## config.mk

```make
export PLATFORM = sky130hd
export DESIGN_NAME = led_breath_pwm_flat
export DESIGN_NICKNAME = d
export VERILOG_FILES = /design/src/rtl/led_pkg.sv /design/src/rtl/led_breath_pwm_if.sv /design/src/rtl/led_pwm_timebase.sv /design/src/rtl/led_breath_pwm.sv /design/src/flat_wrapper.sv
export SDC_FILE = /design/constraint.sdc
export NUM_CORES = 1
export LEC_CHECK = 0
export CAP_MARGIN = 40
export CORE_MARGIN = 2
export CORE_UTILIZATION = 55
export DETAILED_ROUTE_END_ITERATION = 8
export PLACE_DENSITY = 0.83
export SETUP_SLACK_MARGIN = 0.15
export SYNTH_ARGS = -nofsm -noshare
export SYNTH_HDL_FRONTEND = slang
export SYNTH_SLANG_ARGS = --single-unit
export TNS_END_PERCENT = 30
```

## constraint.sdc

```tcl
create_clock -name clk -period 6.1 [get_ports clk]
set_input_delay 0.915 -clock clk [delete_from_list [all_inputs] [get_ports clk]]
set_output_delay 0.915 -clock clk [all_outputs]
set_load 0.02 [all_outputs]
```

## src/rtl/led_pkg.sv

```systemverilog
// led_pkg: shared mode encodings and breathing state type for the LED output stage
package led_pkg;
  localparam logic [1:0] MODE_PASS   = 2'b00;
  localparam logic [1:0] MODE_FIXED  = 2'b01;
  localparam logic [1:0] MODE_BREATH = 2'b10;
  localparam logic [1:0] MODE_OFF    = 2'b11;
  typedef enum logic {UP, DOWN} breath_e;
endpackage

```

## src/rtl/led_breath_pwm_if.sv

```systemverilog
// led_breath_pwm_if: pattern/mode/duty inputs and LED drive outputs of the LED output stage
interface led_breath_pwm_if #(parameter int PWM_BITS = 8);
  logic [3:0]          led_in;
  logic [1:0]          mode;
  logic [PWM_BITS-1:0] duty;
  logic [3:0]          pio_led;
  logic [PWM_BITS-1:0] level;
  logic                period_tick;
  modport master(output led_in, mode, duty, input pio_led, level, period_tick);
  modport slave(input led_in, mode, duty, output pio_led, level, period_tick);
endinterface

```

## src/rtl/led_pwm_timebase.sv

```systemverilog
// led_pwm_timebase: free-running PWM counter, end-of-period tick and breathing step strobe
module led_pwm_timebase #(
  parameter int PWM_BITS     = 8,
  parameter int STEP_PERIODS = 1024
) (
  input  logic                clk,
  input  logic                rst,
  output logic [PWM_BITS-1:0] pwm_cnt_o,
  output logic                period_tick_o,
  output logic                step_en_o
);
  localparam int SW = STEP_PERIODS > 1 ? $clog2(STEP_PERIODS) : 1;
  localparam logic [SW-1:0] STEP_LAST = SW'(STEP_PERIODS - 1);
  logic [PWM_BITS-1:0] pwm_cnt_q;
  logic                period_tick_q;
  logic [SW-1:0]       step_cnt_q, step_cnt_d;
  assign step_en_o     = period_tick_q && step_cnt_q == STEP_LAST;
  assign step_cnt_d    = step_en_o ? '0 : step_cnt_q + SW'(period_tick_q);
  assign pwm_cnt_o     = pwm_cnt_q;
  assign period_tick_o = period_tick_q;
  always_ff @(posedge clk) begin
    if (rst) begin
      pwm_cnt_q     <= '0;
      period_tick_q <= 1'b0;
      step_cnt_q    <= '0;
    end else begin
      pwm_cnt_q     <= pwm_cnt_q + PWM_BITS'(1);
      period_tick_q <= &pwm_cnt_q;
      step_cnt_q    <= step_cnt_d;
    end
  end
endmodule

```

## src/rtl/led_breath_pwm.sv

```systemverilog
// led_breath_pwm: LED pin driver with pass-through, fixed-duty PWM and triangle breathing
module led_breath_pwm import led_pkg::*; #(
  parameter int PWM_BITS     = 8,
  parameter int STEP_PERIODS = 1024
) (
  input logic             clk,
  input logic             rst,
  led_breath_pwm_if.slave bus
);
  localparam logic [PWM_BITS-1:0] MAX = '1;
  logic [PWM_BITS-1:0] pwm_cnt;
  logic                period_tick, step_en, boundary;
  breath_e             state_q, state_d;
  logic [PWM_BITS-1:0] level_q, level_d, act_duty_q, act_duty_d;
  logic [1:0]          act_mode_q, act_mode_d;
  logic [3:0]          pio_q, pio_d;
  led_pwm_timebase #(.PWM_BITS(PWM_BITS), .STEP_PERIODS(STEP_PERIODS)) u_tb (
    .clk(clk), .rst(rst), .pwm_cnt_o(pwm_cnt), .period_tick_o(period_tick), .step_en_o(step_en)
  );
  assign boundary = pwm_cnt == MAX;
  always_comb begin
    state_d = state_q;
    level_d = level_q;
    if (step_en && act_mode_q == MODE_BREATH) begin
      if (state_q == UP) begin
        state_d = level_q == MAX ? DOWN : UP;
        level_d = level_q == MAX ? MAX - PWM_BITS'(1) : level_q + PWM_BITS'(1);
      end else begin
        state_d = level_q == '0 ? UP : DOWN;
        level_d = level_q == '0 ? PWM_BITS'(1) : level_q - PWM_BITS'(1);
      end
    end
  end
  // Mode and duty only change at the period boundary so the pins never see a runt pulse
  assign act_mode_d = boundary ? bus.mode : act_mode_q;
  assign act_duty_d = boundary && bus.mode == MODE_FIXED  ? bus.duty :
                      boundary && bus.mode == MODE_BREATH ? level_q  : act_duty_q;
  assign pio_d = act_mode_q == MODE_PASS ? bus.led_in :
                 act_mode_q == MODE_OFF  ? 4'b0000    : bus.led_in & {4{pwm_cnt < act_duty_q}};
  always_ff @(posedge clk) begin
    if (rst) begin
      state_q    <= UP;
      level_q    <= '0;
      act_mode_q <= MODE_PASS;
      act_duty_q <= '0;
      pio_q      <= '0;
    end else begin
      state_q    <= state_d;
      level_q    <= level_d;
      act_mode_q <= act_mode_d;
      act_duty_q <= act_duty_d;
      pio_q      <= pio_d;
    end
  end
  assign bus.pio_led     = pio_q;
  assign bus.level       = level_q;
  assign bus.period_tick = period_tick;
endmodule

```

## src/flat_wrapper.sv

```systemverilog
// flat-port wrapper written by rule: the top's interface ports become plain ports
module led_breath_pwm_flat import led_pkg::*;
#(
  parameter int PWM_BITS     = 8,
  parameter int STEP_PERIODS = 1024
)
  (clk, rst, bus_led_in, bus_mode, bus_duty, bus_pio_led, bus_level, bus_period_tick);
  led_breath_pwm_if #(.PWM_BITS(PWM_BITS)) bus_i ();
  input logic clk;
  input logic rst;
  input wire logic [$bits(bus_i.led_in)-1:0] bus_led_in;
  input wire logic [$bits(bus_i.mode)-1:0] bus_mode;
  input wire logic [$bits(bus_i.duty)-1:0] bus_duty;
  output wire logic [$bits(bus_i.pio_led)-1:0] bus_pio_led;
  output wire logic [$bits(bus_i.level)-1:0] bus_level;
  output wire logic [$bits(bus_i.period_tick)-1:0] bus_period_tick;
  assign bus_i.led_in = bus_led_in;
  assign bus_i.mode = bus_mode;
  assign bus_i.duty = bus_duty;
  assign bus_pio_led = bus_i.pio_led;
  assign bus_level = bus_i.level;
  assign bus_period_tick = bus_i.period_tick;
  led_breath_pwm #(.PWM_BITS(PWM_BITS), .STEP_PERIODS(STEP_PERIODS)) u_core (.clk(clk), .rst(rst), .bus(bus_i));
endmodule
```

# Word level (Yosys, flattened, before mapping)
# Cells that the tools add are included.
[totals]
reg_bits = 42
input_bits = 16
out_inout_bits = 13
elab_cells = 40
[op_classes]
add_sub_neg = 4
magnitude_cmp = 1
eq_ne = 7
n_mux = 10
n_bitwise = 1
n_reduce_logical = 9
[ops]
columns = ["operator", "n"]
rows = [
  ["2-to-1 mux 8 bit", 5],
  ["adder 8 x 1 -> 8 bit (second input constant)", 2],
  ["== test 8 bit (second input constant)", 2],
  ["adder 10 x 1 -> 10 bit", 1],
  ["== test 10 bit (second input constant)", 1],
  ["logical NOT 8 bit", 1],
  ["less-than comparator 8 bit", 1],
  ["2-to-1 mux 4 bit", 2],
  ["AND reduction 8 bit", 1],
  ["subtractor 8 x 1 -> 8 bit (second input constant)", 1],
  ["== test 2 bit (second input constant)", 3],
  ["AND 4 bit", 1],
  ["logical AND 1 bit", 4],
  ["2-to-1 mux 1 bit", 3],
  ["== test 2 x 1 -> 1 bit (second input constant)", 1],
  ["logical NOT 2 bit", 1],
  ["nonzero test 2 bit", 1],
  ["OR reduction 2 bit", 1],
]

# Depth between registers and ports, before layout
# Gate-level depths: netlist of run 1.
[logic_depth]
ltp_word = 4
ltp_mapped = 8
ltp_nobuf = 7

# By module
# Synthesis of run 1 repeated with hierarchy kept, for this count alone.
[unflattened]
cells_unflattened = 286
area_unflattened_um2 = 2514.9
[by_module_without_submodules]
columns = ["module", "instances", "cells_each", "area_each_um2", "seq_area_each_um2"]
rows = [
  ["led_breath_pwm", 1, 194, 1647.8, 460.4],
  ["led_pwm_timebase", 1, 92, 867.1, 380.4],
]

# Worst setup path before layout of run 1
# No wires, ideal clock.
[synth_timing]
kind = "in2reg"
startpoint = "input port bus_mode[1]"
endpoint = "register u_core.act_duty_q[1]"
setup_time_ns = 0.132
t_arrival_ns = 1.865
t_required_ns = 5.968
path_slack_ns = 4.102
path_stages = 5
path_cell_list = "buf_1 or3b_1 buf_6 o221ai_1 a21oi_1"
[synth_via]
elab_chain_len = 3
[synth_rtl]
columns = ["item", "line_no", "text"]
rows = [
  ["from (decl)", "flat_wrapper.sv:12", "input wire logic [$bits(bus_i.mode)-1:0] bus_mode;"],
  ["== test 2 x 1 -> 1 bit or == test 2 bit (tied branches)", "led_breath_pwm.sv:36, led_breath_pwm.sv:37", ""],
  ["logical AND 1 bit, on equally long branches", "led_breath_pwm.sv:36, led_breath_pwm.sv:37", ""],
  ["2-to-1 mux 8 bit or nonzero test 2 bit (tied branches)", "-", ""],
  ["to (signal assigned)", "led_breath_pwm.sv:51", "act_duty_q <= act_duty_d;"],
  ["to (decl)", "led_breath_pwm.sv:14", "logic [PWM_BITS-1:0] level_q, level_d, act_duty_q, act_duty_d;"],
]
# Parallel ways exist; a longest one is shown, timed or not.
# A chain may end at the register's enable or synchronous reset.

# Final worst setup path of run 1
[layout_timing]
startpoint = "register u_core.level_q[3], in the netlist u_core.bus.level[3]"
endpoint = "output port bus_level[3]"
[layout_lines]
columns = ["item", "line_no", "text"]
rows = [
  ["from (decl)", "led_breath_pwm.sv:14", ""],
  ["from (signal assigned)", "led_breath_pwm.sv:49", "level_q <= level_d;"],
  ["to (decl)", "flat_wrapper.sv:15", "output wire logic [$bits(bus_i.level)-1:0] bus_level;"],
]
# No word-level cell between the ends.

==> results.json, run 1 <==
{
  "status": "finished clean",
  "cts_setup_buffers": 0,
  "synthArstFlopShare_pct": 0,
  "max_freq_mhz": 392,
  "ctsResizeCount": 0,
  "synth_warnings": 0,
  "postRouteAntennaNets": 0,
  "port_buffers": 28,
  "drive_above_1_share_pct": 4.35,
  "path_delay_family": "buffers and inverters",
  "max_slew_margin_pct": 52.4,
  "dp_cells": 342,
  "cap_violations": 0,
  "n_antenna_cell": 0,
  "area_growth_pct": 16.9,
  "hpwl_mm": 3.66,
  "clkPwrFrac_pct": 41.8,
  "synth_most_common_cell": "dfxtp_1",
  "insertion_delay_ns": 0.30,
  "viasPerCell": 5.96,
  "clock_sinks": 42,
  "drv_slew": 0,
  "combPwrFrac_pct": 6.2,
  "cp-start-kind": "register",
  "syn_area_mm2": 0.00231,
  "critical_path_class": "reg2out",
  "layout.nets": 328,
  "synth_ff_type": "dfxtp_1",
  "syn_avg_cell_area_um2": 8.24,
  "antenna_found_initial": 0,
  "intPower_uw": 425,
  "p_leak_uw": 0.000983,
  "dieArea_mm2": 0.00473,
  "cts_tree": "done",
  "cts_buffers": 5,
  "path_max_fanout": 13,
  "arrival_ns": 1.64,
  "ys_top_cells_by_area": "dfxtp_1 (36%), ha_1 (7.0%), nor2_1 (4.7%)",
  "fp.dieH_um": 68.8,
  "finClkSkew_ns": 0.00664,
  "fin_setup_tns_ns": 0,
  "crit_path_end_kind": "output pin",
  "power_density_mw_per_mm2": 200,
  "synth_common_cells": "dfxtp_1 (42), nor2_1 (29), nand2_1 (22), a21oi_1 (20), inv_1 (18)",
  "seq_area_frac_synth_pct": 36.4,
  "clk_pin_slew_ns": 0.08,
  "hp-class": "reg2reg",
  "path_cells": "clkdlybuf4s50_1",
  "synth_enable_flop_cells": 0,
  "place_congestion": 0.867,
  "synth_top_area_cell": "dfxtp_1",
  "rrSetupSlack_ns": 3.79,
  "h-tree-depth": 2,
  "ys_ff_latch": 42,
  "fin_crit_ns": 2.55,
  "finalHoldViolCount": 0,
  "cp_slowest_cell": "clkdlybuf4s50_1",
  "syn_nets": 309,
  "rows": 23,
  "ys_types": 51,
  "grt_max_degree": 26,
  "vdd_drop_max_mv": 0.122,
  "grt_pass1_vias": 1966,
  "clk_path_buf_depth": 2,
  "p_seq_share_pct": 52.0,
  "power_switching_uw": 113,
  "wl_per_cell_um": 15.3,
  "io-pin-count": 29,
  "rsz0062_at_grt": "no",
  "cts_hold_buf": 0,
  "path_buf_inv": 1,
  "tightestPinTransition_ns": 0.710,
  "core_area_mm2": 0.00403,
  "cts-root-buf": "clkbuf_8",
  "die_w_um": 68.8,
  "timing.final.crit_share_pct": 41.8,
  "max_stage_delay_ns": 0.70,
  "synthCells": 280,
  "grt_pass1_wl_mm": 8.52,
  "num_vias": 2081,
  "totalWireLength_mm": 5.36,
  "setup_violations": 0,
  "grt_overflow_total": 0,
  "initial_utilization_pct": 57.3,
  "first_iter_violations": 134,
  "required_ns": 5.18,
  "drt_pass1_iterations": 4,
  "synth_top_area_share_pct": 36.4,
  "route.detailed.drc": 0,
  "final_cells": 349,
  "grt_usage_pct": 24.2,
  "swShare_pct": 21.1
}
[metrics by stage]
stage               hold WS [ns]  setup slack (ns)  power, uW  util (%)  cell area, um2
CTS                        0.497              3.55        540      66.9            2700
global route               0.526              3.51        553      66.9            2700
detailed placement         0.485              3.36        319      64.1            2580
finish                     0.495              3.55        539      66.9            2700
global placement           0.476              3.42        318      64.1            2580
floorplan                  0.438              4.10        302         -            2310
[power by group through the flow]
stage,Clock [uW],Sequential (uW),Combinational [uW]
global placement,0,287,31.8
finish,225,280,33.3
global route,236,281,36.3
detailed placement,0,287,32.5
floorplan,0,287,14.8
CTS,227,280,33.2
[kinds of logic after synthesis]
| logic type | synth area share, % |
|---|---|
| flip-flops | 36.4 |
| adder cells (fa/ha/maj) | 7.48 |
| multiplexers | 1.74 |
| XOR/XNOR | 5.31 |
| AND/OR/NAND/NOR | 23.7 |
| buffers and inverters | 6.29 |
| AO/OA/AOI/OAI | 19.0 |
[sequential cells by signal (all words and copies together) (netlist names)]
signal and cells:
u_core.act_mode_q 2, u_core.u_tb.pwm_cnt_o 8, u_core.state_q 1, u_core.bus.pio_led 4, u_core.bus.level 8, u_core.u_tb.step_cnt_q 10, u_core.act_duty_q 8, u_core.u_tb.period_tick_o 1
[placed cells by master (no fill, tap or decap), types with 4 or more instances in the layout]
master,synthesis,final
dfxtp_1,42,42
ha_1,13,13
a21oi_1,20,20
nand2_1,22,22
nor3b_1,7,7
o221ai_1,8,8
nand3_1,8,8
o31ai_1,9,9
and3_1,4,4
clkbuf_8,0,6
clkdlybuf4s50_1,0,28
nor2_1,29,29
xnor2_1,11,11
inv_1,18,18
o21ai_0,14,14
nand2b_1,4,4
mux2i_1,4,4
nand4_1,5,5
[path summary, 6_finish.rpt]
check | end | cells past startpoint | startpoint
setup reg to reg | u_core.act_duty_q[3]$_SDFFE_PP0P_ | 6 | u_core.u_tb.pwm_cnt_o[0]$_SDFF_PP0_
hold reg to reg | u_core.u_tb.step_cnt_q[9]$_SDFF_PP0_ | 2 | u_core.u_tb.step_cnt_q[9]$_SDFF_PP0_
setup / recovery | bus_level[3] | 1 | u_core.bus.level[3]$_SDFFE_PP0P_
hold / removal | u_core.u_tb.step_cnt_q[9]$_SDFF_PP0_ | 2 | u_core.u_tb.step_cnt_q[9]$_SDFF_PP0_
[final cells by class]
| class | count | area [um2] |
|---|---|---|
| clock inverters | 1 | 30.0 |
| flip-flops and latches | 42 | 841 |
| multi-input cells | 202 | 1320 |
| clock buffers | 6 | 82.6 |
| repair buffers | 29 | 288 |
| inverters | 19 | 71.3 |
| well taps | 50 | 62.6 |
| fillers | 346 | 1330 |
[worst reg2reg max path: stages (launching register included)]
cell	delay [ns]
dfxtp_1	0.43
ha_1	0.24
nand3_2	0.12
or3_4	0.50
or3b_1	0.55
o221ai_1	0.25
a21oi_1	0.08
[layer usage]
metal	track usage, %	vias up	routed length [um]
met5	0	-	0
met4	11.5	0	94
met3	4.22	9	322
met2	43.4	70	2640
met1	27.6	959	2300
li1	-	1043	-
(Power assumes the default switching activity.)
==> run 2: changes to the inputs <==
==> constraint.sdc (replaced) <==
create_clock -name clk -period 2.61 [get_ports clk]
set_input_delay 0.3915 -clock clk [delete_from_list [all_inputs] [get_ports clk]]
set_output_delay 0.3915 -clock clk [all_outputs]
set_load 0.02 [all_outputs]
==> results.json, run 2 (synthesized netlist as in run 1, its figures left out) <==
{
  "cap_violations": 0,
  "hp-class": "reg2reg",
  "drv_slew": 0,
  "fillers": 360,
  "port_buffers": 28,
  "num_vias": 2031,
  "rrSetupSlack_ns": 0.43,
  "drt_pass1_iterations": 4,
  "initial_utilization_pct": 57.3,
  "cts_hold_buf": 0,
  "place_congestion": 0.855,
  "rows": 23,
  "grt_pass1_vias": 1879,
  "insertion_delay_ns": 0.29,
  "cts_setup_buffers": 0,
  "layout.nets": 329,
  "largest_reg_flops": 10,
  "r2r_cells": 6,
  "clk_pin_slew_ns": 0.08,
  "max_freq_mhz": 458,
  "fin_setup_tns_ns": 0,
  "route.detailed.drc": 0,
  "die_w_um": 68.8,
  "final_common_cell": "dfxtp_1",
  "max_slew_margin_pct": 52.5,
  "postRouteAntennaNets": 0,
  "area_growth_pct": 16.9,
  "tightestPinTransition_ns": 0.709,
  "timing.final.crit_share_pct": 83.7,
  "final_cell_mix": "dfxtp_1 (42), nor2_1 (29), clkdlybuf4s50_1 (28)",
  "cts_tree": "done",
  "hpwl_mm": 3.59,
  "clock_sinks": 42,
  "power_density_mw_per_mm2": 459,
  "multi_input_area_mm2": 0.00132,
  "setup_violations": 0,
  "wl_per_cell_um": 14.5,
  "seq_area_um2": 841,
  "core_area_mm2": 0.00403,
  "cp-start-kind": "register",
  "grt_overflow_total": 0,
  "drive_above_1_share_pct": 4.32,
  "clk_path_buf_depth": 2,
  "finalHoldViolCount": 0,
  "fp.dieH_um": 68.8,
  "whs_path_depth": 2,
  "dieArea_mm2": 0.00473,
  "grt_pass1_wl_mm": 8.43,
  "finalPower_uw": 1240,
  "critical_path_class": "reg2reg",
  "n_antenna_cell": 0,
  "cts_buffers": 5,
  "required_ns": 2.78,
  "arrival_ns": 2.35,
  "antenna_found_initial": 0,
  "grt_usage_pct": 23.6,
  "path_max_fanout": 13,
  "io-pin-count": 29,
  "status": "finished clean",
  "regMostFlops": "u_core.u_tb.step_cnt_q",
  "vdd_drop_max_mv": 0.236,
  "first_iter_violations": 121,
  "cts-root-buf": "clkbuf_8",
  "totalWireLength_mm": 5.10,
  "rsz0062_at_grt": "no",
  "finClkSkew_ns": 0.00372,
  "fin_crit_ns": 2.18,
  "p_leak_uw": 0.000983,
  "crit_path_end_kind": "register",
  "ctsResizeCount": 0,
  "h-tree-depth": 2,
  "grt_max_degree": 25,
  "viasPerCell": 5.79
}
-- run 2: changes by cell type in the layout (fill, tap and decap cells not counted) --
| cell | delta |
|---|---|
| clkbuf_1 | +2 |
| buf_4 | +1 |
| clkbuf_8 | -1 |
-- run 2: cell type report --
type / count / area share [%]
clock buffers: 7 / 2.83
inverters: 19 / 2.64
flip-flops and latches: 42 / 31.2
multi-input cells: 202 / 49.0
well taps: 50 / 2.32
repair buffers: 30 / 10.9
clock inverters: 1 / 1.11
-- run 2: metal layers --
layer	GRT usage [%]	vias to the layer above	share of wire (%)
met1	29.8	938	47
met3	5.03	7	5.0
met4	7.60	0	1.1
met2	40.1	46	47
met5	0	-	0
li1	-	1040	-
-- run 2: worst paths after layout --
path | startpoint | end
max | u_core.u_tb.pwm_cnt_o[0]$_SDFF_PP0_ | u_core.act_duty_q[4]$_SDFFE_PP0P_
min | u_core.u_tb.step_cnt_q[9]$_SDFF_PP0_ | u_core.u_tb.step_cnt_q[9]$_SDFF_PP0_
max reg2reg | u_core.u_tb.pwm_cnt_o[0]$_SDFF_PP0_ | u_core.act_duty_q[4]$_SDFFE_PP0P_
min reg2reg | u_core.u_tb.step_cnt_q[9]$_SDFF_PP0_ | u_core.u_tb.step_cnt_q[9]$_SDFF_PP0_
-- run 2: critical path, stage by stage (launching register included) --
cell and delay [ns]:
dfxtp_1 0.39, ha_1 0.22, nand3_2 0.12, or3_4 0.50, or3b_1 0.54, o221ai_1 0.22, a21oi_1 0.07
-- run 2: stage by stage --
| stage | cells | hold WS, ns | area, um2 | util [%] | setup WS, ns |
|---|---|---|---|---|---|
| final | 351 | 0.496 | 2700 | 67.0 | 0.427 |
| after global routing | 351 | 0.528 | 2700 | 67.0 | 0.305 |
| after CTS | 351 | 0.493 | 2700 | 67.0 | 0.440 |
| after detailed placement | 343 | 0.465 | 2590 | 64.3 | 0.454 |
| after global placement | 343 | 0.457 | 2590 | 64.3 | 0.516 |
| after floorplan | 280 | 0.438 | 2310 | - | 0.691 |
-- run 2: power by group --
part	leakage (uW)	switching, uW	internal, uW
Clock	0.0000524	220	286
Combinational	0.000590	37.3	41.3
Sequential	0.000340	5.47	647
==> run 3: changes to the inputs <==
--- a/config.mk
+++ b/config.mk
@@ -7,9 +7,9 @@
 export LEC_CHECK = 0
 export CAP_MARGIN = 40
 export CORE_MARGIN = 2
-export CORE_UTILIZATION = 55
+export CORE_UTILIZATION = 50
 export DETAILED_ROUTE_END_ITERATION = 8
-export PLACE_DENSITY = 0.83
+export PLACE_DENSITY = 0.8
 export SETUP_SLACK_MARGIN = 0.15
 export SYNTH_ARGS = -nofsm -noshare
 export SYNTH_HDL_FRONTEND = slang
==> constraint.sdc (replaced) <==
create_clock -name clk -period 1.93 [get_ports clk]
set_input_delay 0.2895 -clock clk [delete_from_list [all_inputs] [get_ports clk]]
set_output_delay 0.2895 -clock clk [all_outputs]
set_load 0.02 [all_outputs]
==> results.json, run 3 (synthesized netlist as in run 1, its figures left out) <==
{
  "fp.dieH_um": 71.9,
  "required_ns": 2.11,
  "path_max_fanout": 8,
  "cts-root-buf": "clkbuf_8",
  "finalHoldViolCount": 0,
  "tightestPinTransition_ns": 0.488,
  "n_antenna_cell": 0,
  "grt_pass1_vias": 1930,
  "max_stage_delay_ns": 0.49,
  "drt_pass1_iterations": 4,
  "io-pin-count": 29,
  "h-tree-depth": 2,
  "antenna_found_initial": 0,
  "totalWireLength_mm": 5.44,
  "top_layer": "met4",
  "area_growth_pct": 32.0,
  "max_slew_margin_pct": 67.0,
  "hp-class": "reg2reg",
  "insertion_delay_ns": 0.29,
  "drv_slew": 0,
  "p_leak_uw": 0.00113,
  "arrival_ns": 1.96,
  "cts_buffers": 5,
  "rsz0062_at_grt": "yes",
  "hold_slack_ns": 0.492,
  "cts_hold_buf": 0,
  "met3_length_um": 257,
  "fillers": 340,
  "grt_overflow_total": 0,
  "fin_crit_ns": 1.78,
  "grt_pass1_wl_mm": 8.83,
  "fin_setup_tns_ns": 0,
  "dieArea_mm2": 0.00517,
  "final_util_pct": 69.0,
  "cts_tree": "done",
  "clk_pin_slew_ns": 0.08,
  "critical_path_class": "reg2reg",
  "final_cell_mix": "dfxtp_1 (31), clkdlybuf4s50_1 (28), nor2_1 (27)",
  "path_cells": "ha_4, nand3_4, or3_4, or3b_4, o221ai_2, a21oi_1",
  "cap_violations": 0,
  "viasPerCell": 5.68,
  "port_buffers": 28,
  "grt_max_degree": 19,
  "place_congestion": 0.856,
  "postRouteAntennaNets": 0,
  "clk_path_buf_depth": 2,
  "setup_violations": 0,
  "finalPower_uw": 1540,
  "final_common_cell": "dfxtp_1",
  "core_area_mm2": 0.00441,
  "grt_usage_pct": 21.7,
  "vdd_drop_max_mv": 0.423,
  "num_vias": 2141,
  "wl_per_cell_um": 14.4,
  "cp-start-kind": "register",
  "met2RoutedLength_mm": 2.57,
  "crit_path_end_kind": "register",
  "max_freq_mhz": 562,
  "die_w_um": 71.9,
  "rrSetupSlack_ns": 0.15,
  "route.detailed.drc": 0,
  "hpwl_mm": 3.92,
  "timing.final.crit_share_pct": 92.2,
  "rows": 24,
  "status": "finished clean",
  "finClkSkew_ns": 0.00325,
  "cp_slowest_cell": "or3b_4",
  "drive_above_1_share_pct": 23.4,
  "first_iter_violations": 221,
  "regMostFlops": "u_core.u_tb.step_cnt_q",
  "initial_utilization_pct": 52.3,
  "clock_sinks": 42,
  "layout.nets": 354,
  "met1_length_mm": 2.57,
  "largest_reg_flops": 10,
  "power_density_mw_per_mm2": 505
}
[run 3: changes by cell type in the layout (fill, tap and decap cells not counted), moves of 8 or more]
cell / before / now
o221ai_1: 8 / 0
o221ai_2: 0 / 8
dfxtp_1: 42 / 31
dfxtp_2: 0 / 8
buf_4: 2 / 26
[run 3: final cells by class]
type	instances	area, um2	area share (%)
multi-input combinational	202	1480	48.7
sequential	42	862	28.3
timing repair buffer	55	487	16.0
inverter	19	71.3	2.34
clock buffer	5	68.8	2.26
tap	52	65.1	2.14
clock inverter	2	10.0	0.329
[run 3: what timing repair did]
item,4_1_cts,5_1_grt
setup endpoints to repair,16,23
setup buffers,0,1
cloned,0,0
gates resized for setup,2,36
pin swaps,0,14
[run 3: final timing paths]
kind | end | startpoint | cells past startpoint
setup / recovery | u_core.act_duty_q[0]$_SDFFE_PP0P_ | u_core.u_tb.pwm_cnt_o[0]$_SDFF_PP0_ | 6
hold / removal | u_core.u_tb.step_cnt_q[9]$_SDFF_PP0_ | u_core.u_tb.step_cnt_q[9]$_SDFF_PP0_ | 2
setup reg to reg | u_core.act_duty_q[0]$_SDFFE_PP0P_ | u_core.u_tb.pwm_cnt_o[0]$_SDFF_PP0_ | 6
hold reg to reg | u_core.u_tb.step_cnt_q[9]$_SDFF_PP0_ | u_core.u_tb.step_cnt_q[9]$_SDFF_PP0_ | 2
[run 3: routing by layer]
metal	track usage, %	vias up
met5	0	-
met3	5.56	7
met4	7.34	0
li1	-	1094
met2	33.0	58
met1	30.2	982
[run 3: critical path, delay by kind of cell, from the launching register on]
| kind | cells | cell delay, ns |
|---|---|---|
| AND/OR/NAND/NOR | 3 | 0.91 |
| adder cells (fa/ha/maj) | 1 | 0.15 |
| flip-flops | 1 | 0.37 |
| AO/OA/AOI/OAI | 2 | 0.23 |
[run 3: where the power goes]
| group | internal, uW | switching [uW] | leakage (uW) |
|---|---|---|---|
| combinational | 67.8 | 57.1 | 0.000745 |
| clock | 243 | 289 | 0.0000438 |
| sequential | 874 | 7.79 | 0.000346 |
| total | 1180 | 354 | 0.00113 |
[run 3: stage by stage]
stage,std cells,instance area [um2],worst slack (ns)
floorplan,280,2340,0.165
global placement,369,2790,0.124
detailed placement,369,2790,0.0902
global route,377,3050,0.0874
finish,377,3050,0.150
CTS,376,2880,0.0996
